[src/rtl/alu_op_sequencer_pkg.sv]
// alu_op_sequencer_pkg: ALU select codes and sequencer state encoding
package alu_op_sequencer_pkg;
  localparam logic [2:0] SEL_ZERO = 3'b000;
  localparam logic [2:0] SEL_AND  = 3'b001;
  localparam logic [2:0] SEL_OR   = 3'b010;
  localparam logic [2:0] SEL_XOR  = 3'b011;
  localparam logic [2:0] SEL_NOT  = 3'b100;
  localparam logic [2:0] SEL_SUB  = 3'b101;
  localparam logic [2:0] SEL_ADD  = 3'b110;
  localparam logic [2:0] SEL_ONES = 3'b111;
  typedef enum logic [1:0] {IDLE, DRIVE, DONE} state_t;
endpackage

[src/rtl/alu_regfile.sv]
// alu_regfile: 2**REG_AW x DATA_W regs, sync write (we/wa/wd), comb reads ra->qa, rb->qb, rc->qc
module alu_regfile #(
  parameter int unsigned DATA_W = 8,
  parameter int unsigned REG_AW = 2
) (
  input  logic              clock,
  input  logic              reset,
  input  logic              we,
  input  logic [REG_AW-1:0] wa,
  input  logic [DATA_W-1:0] wd,
  input  logic [REG_AW-1:0] ra,
  input  logic [REG_AW-1:0] rb,
  input  logic [REG_AW-1:0] rc,
  output logic [DATA_W-1:0] qa,
  output logic [DATA_W-1:0] qb,
  output logic [DATA_W-1:0] qc
);
  logic [DATA_W-1:0] regs [2**REG_AW];
  always_ff @(posedge clock) begin
    if (reset) regs <= '{default: '0};
    else if (we) regs[wa] <= wd;
  end
  assign qa = regs[ra];
  assign qb = regs[rb];
  assign qc = regs[rc];
endmodule

[src/rtl/alu_op_sequencer.sv]
// alu_op_sequencer: valid/ready command stage driving an 8-bit ALU (alu_a/b/sel/en, bus alu_y), writing back to a regfile; done/result/flags report, rd_addr/rd_data debug read
module alu_op_sequencer
  import alu_op_sequencer_pkg::*;
#(
  parameter int unsigned DATA_W = 8,
  parameter int unsigned REG_AW = 2
) (
  input  logic              clock,
  input  logic              reset,
  input  logic              cmd_valid,
  output logic              cmd_ready,
  input  logic              cmd_load,
  input  logic [2:0]        cmd_sel,
  input  logic [REG_AW-1:0] cmd_dst,
  input  logic [REG_AW-1:0] cmd_srca,
  input  logic [REG_AW-1:0] cmd_srcb,
  input  logic [DATA_W-1:0] cmd_imm,
  output logic [DATA_W-1:0] alu_a,
  output logic [DATA_W-1:0] alu_b,
  output logic [2:0]        alu_sel,
  output logic              alu_en,
  input  logic [DATA_W-1:0] alu_y,
  output logic              done,
  output logic [DATA_W-1:0] result,
  output logic              flag_z,
  output logic              flag_n,
  input  logic [REG_AW-1:0] rd_addr,
  output logic [DATA_W-1:0] rd_data
);
  state_t state, state_nx;
  logic accept, go, we;
  logic [REG_AW-1:0] dst_q, wa;
  logic [DATA_W-1:0] wd, qa, qb;
  alu_regfile #(.DATA_W(DATA_W), .REG_AW(REG_AW)) u_rf (
    .clock(clock), .reset(reset), .we(we), .wa(wa), .wd(wd),
    .ra(cmd_srca), .rb(cmd_srcb), .rc(rd_addr),
    .qa(qa), .qb(qb), .qc(rd_data)
  );
  assign cmd_ready = state == IDLE;
  assign alu_en = state == DRIVE;
  assign done = state == DONE;
  assign flag_z = result == '0;
  assign flag_n = result[DATA_W-1];
  always_comb begin
    accept = cmd_valid && cmd_ready;
    go = accept && !cmd_load;
    state_nx = state == IDLE ? (accept ? (cmd_load ? DONE : DRIVE) : IDLE) :
               state == DRIVE ? DONE : IDLE;
    // loads write at the accept edge, ALU ops at the closing edge of DRIVE
    we = (accept && cmd_load) || state == DRIVE;
    wa = state == DRIVE ? dst_q : cmd_dst;
    wd = state == DRIVE ? alu_y : cmd_imm;
  end
  always_ff @(posedge clock) begin
    if (reset) state <= IDLE;
    else state <= state_nx;
  end
  // operands are captured at accept so DRIVE sees pre-write register values
  always_ff @(posedge clock) begin
    if (reset) begin
      alu_a <= '0;
      alu_b <= '0;
      alu_sel <= '0;
      dst_q <= '0;
      result <= '0;
    end else begin
      alu_a <= go ? qa : '0;
      alu_b <= go ? qb : '0;
      alu_sel <= go ? cmd_sel : '0;
      if (go) dst_q <= cmd_dst;
      if (we) result <= wd;
    end
  end
endmodule

[config.mk]
export PLATFORM = sky130hd
export DESIGN_NAME = alu_op_sequencer
export DESIGN_NICKNAME = d
export VERILOG_FILES = /design/src/rtl/alu_op_sequencer_pkg.sv /design/src/rtl/alu_regfile.sv /design/src/rtl/alu_op_sequencer.sv
export SDC_FILE = /design/constraint.sdc
export NUM_CORES = 1
export LEC_CHECK = 0
export ABC_AREA = 1
export BUFFER_PORTS_ARGS = -buffer_cell sky130_fd_sc_hd__buf_2
export CORE_MARGIN = 4
export CORE_UTILIZATION = 55
export CTS_CLUSTER_DIAMETER = 120
export DETAILED_ROUTE_END_ITERATION = 8
export PLACE_DENSITY_LB_ADDON = 0.3
export SLEW_MARGIN = 40
export SYNTH_ARGS = -nofsm -noshare
export SYNTH_HDL_FRONTEND = slang
export SYNTH_HIERARCHICAL = 1
export SYNTH_SLANG_ARGS = --single-unit
[constraint.sdc]
create_clock -name clock -period 5.4 [get_ports clock]
set_clock_uncertainty 0.15 [all_clocks]
set_input_delay 0.54 -clock clock [delete_from_list [all_inputs] [get_ports clock]]
set_output_delay 0.54 -clock clock [all_outputs]
set_load 0.1 [all_outputs]
Word-level counts from Yosys, hierarchy flattened
Cells that the tools add are included.
{"block": "classes", "n_mux": 18, "n_reduce_logical": 9, "bitwise": 5, "mul": 0, "eq_ne": 2, "n_lt_le_gt_ge": 5, "div_mod_pow": 0, "add_sub_neg": 0, "shift": 0}
{"cell": "8-bit 2-to-1 mux", "count": 8}
{"cell": "8-bit binary-select mux with 2-bit select", "count": 3}
{"cell": "32-bit bitwise mux", "count": 1}
{"cell": "8-bit demux with 2-bit select", "count": 1}
{"cell": "3-bit >= comparator (second input constant)", "count": 4}
{"cell": "2-bit inverter with 3-bit output", "count": 4}
{"cell": "2-bit 2-to-1 mux", "count": 5}
{"cell": "8-bit logical NOT", "count": 1}
{"cell": "1-bit logical AND", "count": 4}
{"cell": "3-bit by 1-bit less-than comparator with 1-bit output (second input constant)", "count": 1}
{"cell": "2-bit by 1-bit == test with 1-bit output (second input constant)", "count": 1}
{"cell": "2-bit == test (second input constant)", "count": 1}
{"cell": "2-bit logical NOT", "count": 1}
{"cell": "2-bit OR reduction", "count": 1}
{"cell": "1-bit logical NOT", "count": 1}
{"cell": "1-bit logical OR", "count": 1}
{"cell": "1-bit inverter", "count": 1}
{"block": "word_totals", "in_bits": 31, "elab_cells": 49, "regBits": 63, "romBits": 0, "latch_bits": 0, "mem_count": 0, "output_inout_bits": 40, "ramBits": 0}

Longest topological paths before layout
Gate-level depths: netlist (run 1).
{"block": "logic_depth", "depth_word": 8, "mapped_depth": 11, "depth_no_buf": 9}

Cells and area by module
Netlist (run 1), hierarchy kept.
{"mod": "alu_regfile", "cells_each": 343, "instances": 1, "seq_area_each_um2": 640.6, "area_per_inst_um2": 2088.3}
{"mod": "alu_op_sequencer", "cells_each": 169, "instances": 1, "seq_area_each_um2": 620.6, "area_per_inst_um2": 1400.1}

Least setup slack after synthesis (run 1)
Ideal clock, no wire load.
{"block": "synth_timing", "path_kind": "register to output", "start": "register result[7]", "end": "output port flag_z", "path_stages_with_launch": 4, "arrival_ns": 2.971, "n_path_buf": 0, "t_required_ns": 4.710, "setup_slack_ns": 1.739, "cell_sequence": "dfxtp_1 -> inv_1 -> nand3_1 -> nor3_1"}
{"block": "synth_via", "elab_chain_cells": 1}
{"element": "from (decl)", "line": "alu_op_sequencer.sv:24", "text": "output logic [DATA_W-1:0] result,"}
{"element": "from (signal assigned)", "line": "alu_op_sequencer.sv:71", "text": "if (we) result <= wd;"}
{"element": "8-bit logical NOT", "line": "alu_op_sequencer.sv:42", "text": "assign flag_z = result == '0;"}
{"element": "to (decl)", "line": "alu_op_sequencer.sv:25", "text": "output logic flag_z,"}
Every way passes these cells.

Final worst setup path (run 1)
{"block": "layout_timing", "start": "register state[0]", "end": "register u_rf/regs[0] (netlist bit)"}
{"block": "layout_via", "word_cells_on_any_way": 14, "cone_classes": "2 x order compare; 1 x eq/ne; 5 x mux; 1 x bitwise; 5 x reduce/logical"}
{"element": "from (decl)", "line": "alu_op_sequencer.sv:30", "text": "state_t state, state_nx;"}
{"element": "from (signal assigned)", "line": "alu_op_sequencer.sv:56", "text": "else state <= state_nx;"}
{"element": "2-bit logical NOT", "line": "alu_op_sequencer.sv:39", "text": "assign cmd_ready = state == IDLE;"}
{"element": "1-bit logical AND", "line": "alu_op_sequencer.sv:45", "text": "accept = cmd_valid && cmd_ready;"}
{"element": "1-bit logical AND", "line": "alu_op_sequencer.sv:50", "text": "we = (accept && cmd_load) || state == DRIVE;"}
{"element": "1-bit logical OR *", "line": "alu_op_sequencer.sv:50"}
{"element": "named net we", "line": "alu_op_sequencer.sv:31", "text": "logic accept, go, we;"}
{"element": "to (signal, indexed assignment)", "line": "alu_regfile.sv:21", "text": "else if (we) regs[wa] <= wd;"}
{"element": "to (decl)", "line": "alu_regfile.sv:18", "text": "logic [DATA_W-1:0] regs [2**REG_AW];"}
The timed path passes the listed nets; every way through them passes the cells marked *.
A chain may end at the register's enable or synchronous reset.

==> results of run 1 <==
==> placed cells by master (no fill, tap or decap), drive strengths merged, types with 3 or more instances in the layout <==
cell and count:
clkbuf 11, a21oi 17, buf 70, nand2 160
clkinv 3, o211ai 48, inv 70, dfxtp 63
nand3 29, nor2 91
==> logic make-up (layout without fill, tap and decap cells) <==
group | Yosys count | in the layout
AOI/OAI and AO/OA | 67 | 67
buffers and inverters | 99 | 156
and+or+nand+nor | 283 | 283
DFF | 63 | 63
==> per-layer routing <==
| metal | GRT usage (%) | vias to the layer above |
|---|---|---|
| met1 | 30.6 | 1478 |
| li1 | - | 1703 |
| met4 | 10.5 | 0 |
| met3 | 4.70 | 18 |
| met5 | 0 | - |
| met2 | 35.7 | 146 |
==> power groups by stage <==
stage / clock network [mW] / logic (mW) / registers [mW]
4_1_cts: 0.457 / 0.324 / 0.502
3_5_place_dp: 0 / 0.323 / 0.512
2_1_floorplan: 0 / 0.212 / 0.571
3_3_place_gp: 0 / 0.318 / 0.511
5_1_grt: 0.481 / 0.351 / 0.505
6_report: 0.447 / 0.325 / 0.503
==> area by class of cell <==
cell class / count / area, um2
clock buffers: 11 / 141
clock inverters: 4 / 70.1
fillers: 520 / 2060
inverters: 71 / 269
multi-input cells: 350 / 1780
flip-flops and latches: 63 / 1260
well taps: 75 / 93.8
repair buffers: 70 / 350
==> flip-flops by register name, summed over array words and instances, names as in the netlist <==
register / count
alu_a: 8
result: 8
dst_q: 2
alu_b: 8
u_rf/regs: 32
state: 2
alu_sel: 3
==> tightest hold or removal path: cells and delay by family <==
kind	cells	cell delay (ps)
buf+inv	2	130
simple gates	1	30
==> how the worst max path moves through the flow <==
stage / startpoint / endpoint / slack (ps) / cells after the start
after floorplan: result[7]$_SDFFE_PP0P_ / flag_z / 1740 / 3
after global placement: state[0]$_SDFF_PP0_ / u_rf/regs[6]$_SDFFE_PP0P_ / 2910 / 6
after detailed placement: cmd_valid / u_rf/regs[6]$_SDFFE_PP0P_ / 2880 / 7
after CTS: state[0]$_SDFF_PP0_ / u_rf/regs[6]$_SDFFE_PP0P_ / 2860 / 7
after global routing: state[0]$_SDFF_PP0_ / u_rf/regs[21]$_SDFFE_PP0P_ / 2620 / 7
final: state[0]$_SDFF_PP0_ / u_rf/regs[0]$_SDFFE_PP0P_ / 2830 / 7
==> metrics by stage <==
| step | power, mW | util, % | cells | cell area (um2) | setup slack (ps) |
|---|---|---|---|---|---|
| floorplan | 0.783 | - | 512 | 3490 | 1740 |
| global placement | 0.829 | 62.3 | 629 | 3750 | 2910 |
| detailed placement | 0.835 | 62.3 | 629 | 3750 | 2880 |
| CTS | 1.28 | 65.8 | 644 | 3970 | 2860 |
| global route | 1.34 | 65.8 | 644 | 3970 | 2620 |
| finish | 1.27 | 65.8 | 644 | 3970 | 2830 |
==> key figures, run 1 <==
Outcome
  • Run status: finished clean

Route
  • Post-route ant nets: 0
  • Vias/cell: 5.19
  • Top layer reached by signal wires: met4
  • Met3 wire length: 677 um
  • Remaining DRCs: 0
  • Via count of the routed design: 3345
  • TritonRoute pass-1 iters: 5
  • Initial DRC Count: 240
  • Routed len/inst: 12.9 um
  • Final wirelength: 8340 um
  • Met1 WL: 3790 um
  • Routed met2 length: 3710 um

Setup path
  • Slowest Stage Delay on Critical Path: 750 ps
  • Req. time, crit path: 5520 ps
  • Crit path max-delay cell type: nand2_1
  • Crit-path cells: nor2_4 -> nand3_2 -> nand2_1 -> nand3_4 -> nand2_1 -> nand2_1 -> nor2_1
  • WS Path Type: flop to flop
  • R2R Setup Slk: 2830 ps
  • Top cell by count, worst path: nand2_1
  • FF-to-FF End: u_rf/regs[0]$_SDFFE_PP0P_
  • WP buf/inv: 0
  • R2R depth: 7
  • R2R Path Start: state[0]$_SDFF_PP0_
  • CP top delay family: simple AND/OR/NAND/NOR gates
  • CP startpoint kind: flop
  • Kind of end point of the critical path: flop
  • CP arrival: 2690 ps
  • Largest fanout on the critical path: 19

Pwr
  • Net switching power: 450 uW
  • Comb power frac: 25.5%
  • Sequential share of power: 39.4%
  • Pwr/cell area: 321 nW/um2
  • Pint: 825 uW
  • Clk pwr share: 35.1%
  • Switching share of power: 35.3%
  • VDD IR-drop max: 0.221 mV
  • P_leak: 2.15 nW

CTS
  • CTS hold repair buffers: 0
  • CTS tree: yes
  • Post_cts resized: 0
  • Clock slew at reported path FFs: 70 ps
  • Sink Count: 63
  • Total CTS buffers: 9
  • # Post-CTS Setup Buffers: 0
  • Worst-Skew Late Latency: 340 ps
  • Clock buffer depth: 2
  • CTS H-tree lvls: 3
  • CTS root buf: clkbuf_8

Synthesis
  • Ys flop type: dfxtp_1
  • Count leader, synth: nand2_1
  • Dominant cells by area after synthesis: dfxtp_1 (36%), nand2_1 (16%), o211ai_1 (10%)
  • Yosys warns: 6
  • Synth Net Count: 543
  • Async set-reset flop share out of synthesis: 0%
  • Register area share after synthesis: 36.2%
  • Post-synth design cell area: 3490 um2
  • #FFs+latches synth: 63
  • Unique masters post-synth: 25
  • Avg Inst Size Synth: 6.81 um2
  • Largest family of logic cells by synthesized area: simple AND/OR/NAND/NOR gates
  • Synth top area share: 36.2%
  • Leading area contributor after synthesis: dfxtp_1
  • Multiplexer share of the synthesized area: 0%
  • Post-synth EDFFs: 0
  • Syn Inst Count: 512
  • Post-synthesis xor/xnor area fraction: 0%
  • Commonest cells in the netlist: nand2_1 (145), nor2_1 (78), inv_1 (68)
  • Post-Synth Simple-Gate Area: 37.3%
  • Synth Area in Compound Gates: 13.7%
  • Synth Area in Adders: 0%

Placed design
  • DP Wirelength: 5950 um
  • Gpl congestion: 0.886
  • I/O Buffers: 70

Hold path
  • Hold Path Class: input port to flop
  • Hold endpoint: alu_sel[2]$_SDFF_PP0_
  • Worst Hold Launch: cmd_sel[2]
  • Hold path depth: 3

Floorplan
  • Vert. Die Dim: 87.6 um
  • Row count: 28
  • Die width: 87.6 um
  • Core area: 6030 um2
  • Die Footprint: 7680 um2
  • Initial Utilization: 57.9%
  • I/O pin count: 71

Cells and area
  • Layout area overhead: 13.7%
  • ANT cells: 0
  • Layout cell share with drive strength beyond 1: 22.1%
  • Final net count: 596

Global routing
  • Overflow after GRT: 0
  • Initial antenna violation count: 0
  • Vias in the first global route: 3006
  • Gr usage total: 22.9%
  • Largest net degree at the start of global routing: 33
  • First-pass GRT wire length: 13900 um

Timing
  • Finish-stage setup viols: 0
  • RSZ-0062 raised after global routing: no
  • Crit path time final: 2570 ps
  • Hold_ws: 259 ps
  • Fmax: 389 MHz
  • Slew HR: 46.3%
  • Least-Margin Pin Slew: 804 ps
  • Final hold vios: 0
  • Sum Neg Setup Slack: 0 ps
  • Fin crit share: 47.6%
  • Fin. max-slew vios: 0

Flow run
  • Max cap viols: 0
(Power assumes the default switching activity.)
==> run 2: changes to the inputs <==
--- a/config.mk
+++ b/config.mk
@@ -5,10 +5,10 @@
 export SDC_FILE = /design/constraint.sdc
 export NUM_CORES = 1
 export LEC_CHECK = 0
-export ABC_AREA = 1
+export ABC_AREA = 0
 export BUFFER_PORTS_ARGS = -buffer_cell sky130_fd_sc_hd__buf_2
 export CORE_MARGIN = 4
-export CORE_UTILIZATION = 55
+export CORE_UTILIZATION = 53
 export CTS_CLUSTER_DIAMETER = 120
 export DETAILED_ROUTE_END_ITERATION = 8
 export PLACE_DENSITY_LB_ADDON = 0.3
==> constraint.sdc (replaced) <==
create_clock -name clock -period 2.45 [get_ports clock]
set_clock_uncertainty 0.15 [all_clocks]
set_input_delay 0.245 -clock clock [delete_from_list [all_inputs] [get_ports clock]]
set_output_delay 0.245 -clock clock [all_outputs]
set_load 0.1 [all_outputs]
==> run 2 against run 1 <==
Combinational power rose by 40%. Flip-flop and latch count did not move. Global-route usage fell by 3.9 points. Via count fell by 38%. Largest cell class unchanged. Critical path type is now flop to output pin. Register-to-register slack got worse by 2500 ps. Utilization fell by 0.62 points.
==> key figures, run 2 <==
Setup path
  • R2R depth: 4 (-3)
  • Critical path launch point: result[6]$_SDFFE_PP0P_
  • R2R Path Start: state[0]$_SDFF_PP0_
  • Worst Setup EP: flag_z
  • Req. time, crit path: 2060 ps (-3460 ps)
  • CP startpoint kind: flop
  • WS Path Type: flop to output pin
  • Largest fanout on the critical path: 3 (-16)
  • R2R Setup Slk: 280 ps (-2550 ps)
  • Kind of end point of the critical path: output pin
  • FF-to-FF End: u_rf/regs[25]$_SDFFE_PP0P_
  • CP arrival: 1790 ps (-900 ps)

Synthesis
  • Yosys warns: 6 (unchanged)
  • Unique masters post-synth: 24 (-4.0%)
  • #FFs+latches synth: 63 (unchanged)
  • Post-synth EDFFs: 0 (unchanged)
  • Syn Inst Count: 252 (-51%)
  • Avg Inst Size Synth: 11.8 um2 (+73%)
  • Synth top area share: 42.4% (+6.3 points)
  • Leading area contributor after synthesis: dfxtp_1
  • Ys flop type: dfxtp_1
  • Register area share after synthesis: 42.4% (+6.3 points)
  • Post-synth design cell area: 2970 um2 (-15%)
  • Async set-reset flop share out of synthesis: 0% (unchanged)
  • Dominant cells by area after synthesis: dfxtp_1 (42%), mux4_2 (18%), mux2i_1 (14%)
  • Synth Net Count: 283 (-48%)
  • Commonest cells in the netlist: dfxtp_1 (63), mux2i_1 (42), nand2b_1 (40)
  • Count leader, synth: dfxtp_1

Global routing
  • Vias in the first global route: 2083 (-31%)
  • First-pass GRT wire length: 10500 um (-25%)
  • Overflow after GRT: 0 (unchanged)
  • Initial antenna violation count: 0 (unchanged)
  • Largest net degree at the start of global routing: 52 (+58%)
  • Gr usage total: 19.1% (-3.9 points)

CTS
  • # Post-CTS Setup Buffers: 0 (unchanged)
  • Post_cts resized: 0 (unchanged)
  • Clock buffer depth: 2 (unchanged)
  • Worst-Skew Late Latency: 330 ps (about the same)
  • CTS tree: yes
  • Clock slew at reported path FFs: 70 ps (about the same)
  • Total CTS buffers: 9 (unchanged)
  • Sink Count: 63 (unchanged)
  • CTS root buf: clkbuf_8
  • CTS H-tree lvls: 3 (unchanged)

Pwr
  • Power Total: 2.35 mW (+84%)
  • Net switching power: 730 uW (+62%)
  • Comb power frac: 19.4% (-6.1 points)
  • VDD IR-drop max: 0.470 mV (+110%)
  • Clk pwr share: 34.2% (-0.9 points)
  • Switching share of power: 31.1% (-4.2 points)
  • P_leak: 1.64 nW (-23%)
  • Sequential share of power: 46.4% (+7.0 points)
  • Pwr/cell area: 658 nW/um2 (+100%)
  • Pint: 1.62 mW (+96%)

Cells and area
  • Layout cell share with drive strength beyond 1: 35.3% (+13 points)
  • Most flop-heavy register: u_rf/regs
  • Fillers: 458 (-12%)
  • Max reg flops: 32 (unchanged)
  • Final net count: 352 (-41%)
  • Most common cell after layout, fill and taps aside: buf_2
  • Most frequent cells in the layout: buf_2 (69), dfxtp_1 (63), mux2i_1 (42)
  • ANT cells: 0 (unchanged)
  • Layout area overhead: 19.9%

Timing
  • Slew HR: 62.7% (+16 points)
  • Final hold vios: 0 (unchanged)
  • RSZ-0062 raised after global routing: no
  • Least-Margin Pin Slew: 557 ps (-246 ps)
  • Finish-stage setup viols: 0 (unchanged)
  • Fin. max-slew vios: 0 (unchanged)
  • Fmax: 458 MHz
  • Crit path time final: 2180 ps
  • Fin crit share: 89.1%
  • Sum Neg Setup Slack: 0 ps (unchanged)

Floorplan
  • Core area: 5470 um2 (-9.2%)
  • Die width: 82.9 um (-5.4%)
  • Die Footprint: 6870 um2 (-11%)
  • Vert. Die Dim: 82.9 um (-5.4%)
  • Initial Utilization: 54.3% (-3.5 points)
  • Row count: 27 (-3.6%)
  • I/O pin count: 71 (unchanged)

Route
  • TritonRoute pass-1 iters: 4 (-1)
  • Post-route ant nets: 0 (unchanged)
  • Routed len/inst: 15.6 um (+20%)
  • Via count of the routed design: 2082 (-38%)
  • Initial DRC Count: 114 (-53%)
  • Final wirelength: 6200 um (-26%)
  • Remaining DRCs: 0 (unchanged)
  • Vias/cell: 5.23 (+0.71%)

Placed design
  • Gpl congestion: 0.749 (-15%)
  • DP Wirelength: 4370 um (-27%)
  • I/O Buffers: 70 (unchanged)

Outcome
  • Run status: finished clean

Hold path
  • Hold Path Class: input port to flop

Flow run
  • Max cap viols: 0 (unchanged)
run 2: cell types whose count changed after synthesis, moves of 19 or more:
cell / previous run / this run
mux4_2: 0 / 24
nand2b_1: 0 / 40
o211ai_1: 48 / 0
nand2_1: 145 / 0
nor2_1: 78 / 13
nand3_1: 25 / 1
and2_1: 0 / 19
mux2i_1: 0 / 42
inv_1: 68 / 8
run 2: per-stage QoR:
step	instances	cell area [um2]	worst slack, ps	util, %	hold WS (ps)
floorplan	252	2980	174	-	174
global placement	379	3360	375	61.4	298
detailed placement	379	3360	316	61.4	301
CTS	398	3570	245	65.2	4.21
global route	398	3570	212	65.2	35.6
finish	398	3570	266	65.2	19.9
run 2: logic make-up (layout without fill, tap and decap cells):
logic type	Yosys count	in the layout	share of synthesized area (%)
flip-flops	63	63	42.4
multiplexers	68	68	33.1
AND/OR/NAND/NOR	85	85	17.4
AO/OA/AOI/OAI	9	9	2.52
buffers and inverters	27	101	4.59
run 2: power groups by stage:
stage | Combinational [mW] | Sequential [mW] | Clock (mW)
after floorplan | 0.270 | 1.21 | 0
after detailed placement | 0.452 | 1.11 | 0
after global routing | 0.482 | 1.09 | 0.875
final | 0.455 | 1.09 | 0.802
after global placement | 0.449 | 1.11 | 0
after CTS | 0.458 | 1.09 | 0.824
run 2: cell type report:
class                           count  area [um2]  share of cell area, %
Tap cell                           72        90.1                   2.53
Sequential cell                    63        1260                   35.4
Inverter                            8        30.0                  0.842
Clock inverter                      3        17.5                  0.491
Clock buffer                       13         159                   4.45
Timing Repair Buffer               77         425                   11.9
Multi-Input combinational cell    162        1580                   44.4
run 2: worst min-delay path by stage:
stage / depth (start not counted) / slack [ps] / end / from
3_3_place_gp: 2 / 300 / alu_sel[2]$_SDFF_PP0_ / cmd_sel[2]
5_1_grt: 3 / 40 / dst_q[1]$_SDFFE_PP0P_ / cmd_dst[1]
4_1_cts: 3 / 4 / dst_q[0]$_SDFFE_PP0P_ / cmd_dst[0]
3_5_place_dp: 2 / 300 / alu_sel[0]$_SDFF_PP0_ / cmd_sel[0]
2_1_floorplan: 1 / 170 / result[3]$_SDFFE_PP0P_ / reset
6_report: 3 / 20 / dst_q[0]$_SDFFE_PP0P_ / cmd_dst[0]
run 2: critical path, cell delays in order, from the launching register on:
cell and delay [ps]:
dfxtp_1 330, or4_1 580, nor2_4 120, buf_2 420
run 2: what timing repair did:
| item | in CTS | in global routing |
|---|---|---|
| hold endpoints to repair | 3 | 0 |
| setup endpoints to repair | 0 | 0 |
| hold buffers | 3 | 0 |
run 2: per-layer routing:
layer	routed length, um	vias up	GRT usage, %	share of wire (%)
li1	-	1035	-	-
met1	2940	967	25.4	47
met4	116	0	7.88	1.9
met2	2740	71	29.2	44
met3	410	9	5.56	6.6
met5	0	-	0	0
